<file path="src/rtl/sensor_cmd_buffer.sv">
// rtl/sensor_cmd_buffer.sv - AHB-side command FIFO and sensor sample register file
//
// Sits behind the AHB slave. Address bit 15 selects the region:
//   1 = command region: writes push 16-bit commands into a FIFO drained by the
//       sensor controller; reads return {count, full, empty} status.
//   0 = sensor region: reads return one of NUM_SENSORS 32-bit sample registers.
//
// Ports:
//   HCLK, HRESET                      clock, synchronous active-high reset
//   renable, wenable                  one-cycle transfer strobes from the slave
//   address, command_data, data_size  transfer address / write data / HSIZE copy
//   sensor_data, slave_wait           registered read data, busy indication
//   cmd_valid, cmd_data, cmd_ready    command FIFO head towards the controller
//   sample_valid/index/value          sample register update from the front end
//   size_err                          sticky illegal-size / r+w collision flag
module sensor_cmd_buffer #(
  parameter int FIFO_DEPTH  = 8,
  parameter int NUM_SENSORS = 8,
  localparam int IW = $clog2(NUM_SENSORS),
  localparam int PW = $clog2(FIFO_DEPTH),
  localparam int CW = PW + 1
) (
  input  logic          HCLK,
  input  logic          HRESET,
  input  logic          renable,
  input  logic          wenable,
  input  logic [15:0]   address,
  input  logic [15:0]   command_data,
  input  logic [2:0]    data_size,
  output logic [31:0]   sensor_data,
  output logic          slave_wait,
  output logic          cmd_valid,
  output logic [15:0]   cmd_data,
  input  logic          cmd_ready,
  input  logic          sample_valid,
  input  logic [IW-1:0] sample_index,
  input  logic [31:0]   sample_value,
  output logic          size_err
);

  localparam logic [1:0] ST_IDLE     = 2'd0;
  localparam logic [1:0] ST_RD       = 2'd1;
  localparam logic [1:0] ST_WR_STALL = 2'd2;

  localparam logic [CW-1:0] DEPTH_C = CW'(FIFO_DEPTH);

  logic [1:0]    state;
  logic          rd_region_q;
  logic [IW-1:0] rd_idx_q;
  logic [15:0]   pending_q;
  logic [15:0]   last_pop_q;

  logic [15:0]   mem [FIFO_DEPTH];
  logic [PW-1:0] wr_ptr, rd_ptr;
  logic [CW-1:0] count;

  logic [31:0]   sample_regs [NUM_SENSORS];

  logic full, empty, pop, push, push_idle, push_stall, stall_go, rd_go;
  logic strobe, bad_xfer;
  logic [15:0] push_data;
  logic [31:0] rd_sample, rd_status;
  logic [7:0]  count8;

  logic unused_addr_bits;
  assign unused_addr_bits = ^address[14:IW];

  assign full  = (count == DEPTH_C);
  assign empty = (count == '0);
  assign pop   = cmd_ready && !empty;

  assign strobe   = (state == ST_IDLE) && (renable || wenable);
  assign bad_xfer = strobe && ((data_size != 3'b010) || (renable && wenable));

  // A simultaneous read/write services the write and drops the read.
  assign rd_go      = (state == ST_IDLE) && renable && !wenable;
  assign push_idle  = (state == ST_IDLE) && wenable && address[15] && !full;
  assign stall_go   = (state == ST_IDLE) && wenable && address[15] && full;
  // A same-edge pop frees the head slot, so a full FIFO can still accept the pending word.
  assign push_stall = (state == ST_WR_STALL) && (pop || !full);
  assign push       = push_idle || push_stall;
  assign push_data  = push_stall ? pending_q : command_data;

  // Write-through so a read completing on the update edge sees the new sample.
  assign rd_sample = (sample_valid && (sample_index == rd_idx_q)) ? sample_value
                                                                  : sample_regs[rd_idx_q];
  assign count8    = 8'(count);
  assign rd_status = {16'h0, count8, 6'b0, full, empty};

  assign slave_wait = (state != ST_IDLE);
  assign cmd_valid  = !empty;
  // Empty slots hold stale data, so show the last popped word instead.
  assign cmd_data   = empty ? last_pop_q : mem[rd_ptr];

  always_ff @(posedge HCLK) begin
    if (HRESET) begin
      state       <= ST_IDLE;
      rd_region_q <= 1'b0;
      rd_idx_q    <= '0;
      pending_q   <= '0;
      last_pop_q  <= '0;
      wr_ptr      <= '0;
      rd_ptr      <= '0;
      count       <= '0;
      sensor_data <= '0;
      size_err    <= 1'b0;
      for (int i = 0; i < FIFO_DEPTH; i++) mem[i] <= '0;
      for (int i = 0; i < NUM_SENSORS; i++) sample_regs[i] <= '0;
    end else begin
      if (bad_xfer) size_err <= 1'b1;

      if (sample_valid) sample_regs[sample_index] <= sample_value;

      case (state)
        ST_IDLE: begin
          if (rd_go) begin
            rd_region_q <= address[15];
            rd_idx_q    <= address[IW-1:0];
            state       <= ST_RD;
          end else if (stall_go) begin
            pending_q <= command_data;
            state     <= ST_WR_STALL;
          end
        end
        ST_RD: begin
          sensor_data <= rd_region_q ? rd_status : rd_sample;
          state       <= ST_IDLE;
        end
        ST_WR_STALL: begin
          if (push_stall) state <= ST_IDLE;
        end
        default: state <= ST_IDLE;
      endcase

      if (push) begin
        mem[wr_ptr] <= push_data;
        wr_ptr      <= wr_ptr + 1'b1;
      end
      if (pop) begin
        last_pop_q <= mem[rd_ptr];
        rd_ptr     <= rd_ptr + 1'b1;
      end
      case ({push, pop})
        2'b10:   count <= count + 1'b1;
        2'b01:   count <= count - 1'b1;
        default: count <= count;
      endcase
    end
  end

endmodule

</file>
<file path="config.mk">
export PLATFORM = sky130hd
export DESIGN_NAME = sensor_cmd_buffer
export DESIGN_NICKNAME = d
export VERILOG_FILES = /design/src/rtl/sensor_cmd_buffer.sv
export SDC_FILE = /design/constraint.sdc
export NUM_CORES = 1
export LEC_CHECK = 0
export BUFFER_PORTS_ARGS = -buffer_cell sky130_fd_sc_hd__buf_4
export CORE_MARGIN = 2
export CORE_UTILIZATION = 60
export DETAILED_ROUTE_END_ITERATION = 16
export GPL_TIMING_DRIVEN = 1
export PLACE_DENSITY = 0.78
export SETUP_SLACK_MARGIN = 0.05
export SLEW_MARGIN = 20
export SYNTH_ARGS = -nofsm -noshare
export SYNTH_HDL_FRONTEND = slang
export SYNTH_SLANG_ARGS = --single-unit
</file>
<file path="constraint.sdc">
create_clock -name HCLK -period 5.8 [get_ports HCLK]
set_input_delay 1.16 -clock HCLK [delete_from_list [all_inputs] [get_ports HCLK]]
set_output_delay 1.16 -clock HCLK [all_outputs]
set_load 0.05 [all_outputs]
</file>
==> results.toml <==
[setup_path]
critical_path.max_fanout = 23
cp.arrival_ns = 2.76
worstPathRequired_ns = 4.64
cp.buffers_inverters = 2
cpPeakStageDelay_ns = 0.59
crit_path_end_kind = "primary output"
crit_path_cell_trace = "buf_4 > mux4_2 > mux2i_1 > a21oi_1 > buf_4"
critPathSlowestCell = "mux4_2"
crit_type = "register to primary output"
critPathTopFamily = "multiplexers"
cpMostUsedCell = "buf_4"
crit_path_start_kind = "register"

[drt]
final_antenna_net_count = 0
wirelength_um = 47200
drcViolationCount = 0
dr_total_vias = 12400
routed_via_density = 5.99
wire_per_inst_um = 22.8
first_pass_iters = 5
drt_iter0_markers = 1128

[placement]
dp_cells = 1980
portBuffers = 114
dp_hpwl_um = 27400
gp_congestion = 0.778

[cts]
clockRootBuffer = "clkbuf_16"
clkSlewWorstSetupHoldPaths_ns = 0.06
cts_made_buffers = 48
clock_path_buffers = 3
cts_sinks = 471
cts_resized = 0
post_cts_buffers = 0
clock_latency_ns = 0.56
htree_levels = 2
hold_buffers = 0
cts_tree = "built"

[synthesis]
synth_most_common_cell = "edfxtp_1"
synthArstFlopShare_pct = 0
ys_warn_count = 0
synth_flop_cell = "edfxtp_1"
ys_ff_latch = 471
ys_top_cells_by_area = "edfxtp_1 (56%), mux4_2 (10%), dfxtp_1 (8.5%)"
synth.avg_cell_area_um2 = 13.7
syn_nets = 1578
synth_area_mm2 = 0.0206
synth_edf_count = 384
yosys.cell_types.count = 55
yosysSeqAreaShare_pct = 64.5
netlist_instances = 1498
yosysTopAreaCell = "edfxtp_1"
synth_top_area_share_pct = 56.0
yosys-top-cells-count = "edfxtp_1 (384), and2_1 (240), nor2_1 (189), nand2_1 (103), mux4_2 (95)"

[global_routing]
grt_pass1_vias = 12600
grtUsageTotal_pct = 26.9
grt_start_max_net_pins = 69
grt_antenna_before_repair = 0
grt_first_pass_wirelength_um = 72500
overflow = 0

[sta]
worstMarginPinSlew_ns = 1.10
hold_viol = 0
fmaxAchievable_mhz = 255
setup_viol = 0
slew_headroom_pct = 26.4
rsz0062_at_grt = "no"
fin_tns_setup_ns = 0
fin_crit_ns = 3.92
fin_crit_sh_pct = 67.7
finalClockSkew_ns = 0.0164
drv_slew = 0

[floorplan]
num_io_pins = 127
coreArea_mm2 = 0.0336
die_w_um = 189
start_util_pct = 61.2
fp.dieArea_mm2 = 0.0358
die_h_um = 189
rows = 67

[worst_hold_path]
min_path_type = "register to register"

[run_status]
status = "complete, no violations"

[final_layout]
layout.nets = 1662
stdcell_count = 2070
n_antenna_cell = 0
synthToLayoutAreaGrowth_pct = 14.0
drive_gt1_share_pct = 21.5
num-fill-cells = 2211

[flow_run]
drv_cap = 0

[pwr]
power_per_cell_area_mw_per_mm2 = 398
power_leakage_nw = 8.24
ir_worst_vdd_uv = 514
## sequential cells by signal, summed over array words and instances, names as in the netlist, named ones only
name and flops:
count 4, last_pop_q 16, mem 128, pending_q 16
rd_idx_q 3, rd_ptr 3, rd_region_q 1, sample_regs 256
sensor_data 32, size_err 1, state 2, wr_ptr 3
## stage by stage
step	power (mW)	worst slack, ns	hold slack (ns)	util (%)	area (um2)
after floorplan	5.61	2.31	0.436	-	20600
after global placement	6.13	1.79	0.439	64.8	21800
after detailed placement	6.17	1.80	0.446	64.8	21800
after CTS	9.38	1.82	0.456	69.8	23500
after global routing	9.66	1.70	0.477	69.8	23500
final	9.34	1.88	0.452	69.8	23500
## cells by family (layout without fill, tap and decap cells)
kind of cell | count (synthesis) | in the layout | synth area share, %
adders and majority gates | 5 | 5 | 0.292
and+or+nand+nor | 608 | 608 | 15.0
DFF | 471 | 471 | 64.5
muxes | 167 | 167 | 13.9
AOI/OAI and AO/OA | 131 | 131 | 3.77
buffers and inverters | 107 | 231 | 2.12
xor gates and xnor gates | 9 | 9 | 0.383
## area by class of cell
cell class	instances	area (um2)	area share (%)
clock inverter	29	335	1.43
tap	448	561	2.39
clock buffer	61	1340	5.72
sequential	471	13300	56.6
multi-input combinational	920	6910	29.4
inverter	6	22.5	0.0960
timing repair buffer	135	1010	4.32
## report_power, final
group          internal, mW  switching (mW)
Sequential             3.90           0.155
Clock                  1.92            1.32
Combinational         0.705            1.34
Total                  6.53            2.82
## worst min-delay path: stages (launching register included)
cell and delay (ns):
dfxtp_1 0.32, nand2_1 0.04, o21ai_0 0.05
## worst paths after layout
path,from,to,slack [ns],cells past startpoint
setup / recovery,register,cmd_data[4],1.88,5
hold / removal,sensor_data[24],sensor_data[24],0.45,2
setup reg to reg,count[0],count[2],2.49,9
hold reg to reg,sensor_data[24],sensor_data[24],0.45,2
## per-layer routing
metal | vias to the layer above | GRT usage (%) | part of all wire [%] | routed length [um]
li1 | 5614 | - | - | -
met2 | 537 | 45.6 | 51 | 24000
met3 | 89 | 3.78 | 8.1 | 3820
met1 | 6163 | 36.4 | 38 | 18100
met5 | - | 0 | 0 | 0
met4 | 0 | 8.77 | 2.8 | 1310
## placed cells by master (no fill, tap or decap), types with 5 or more instances in the layout
cell / instances
edfxtp_1: 384
and2_1: 240
nor2_1: 182
buf_4: 135
nand2_1: 103
mux4_2: 95
dfxtp_1: 82
mux2i_1: 69
o21ai_0: 58
clkbuf_16: 49
a21oi_1: 41
a211oi_1: 17
nor3_1: 14
nand2b_1: 14
clkinv_2: 13
nor2b_1: 8
nor2_2: 8
or2_2: 8
clkbuf_8: 7
bufinv_16: 6
nor4_1: 5
xnor2_1: 5
clkinv_1: 5
clkbuf_1: 5
(Power assumes the default switching activity.)
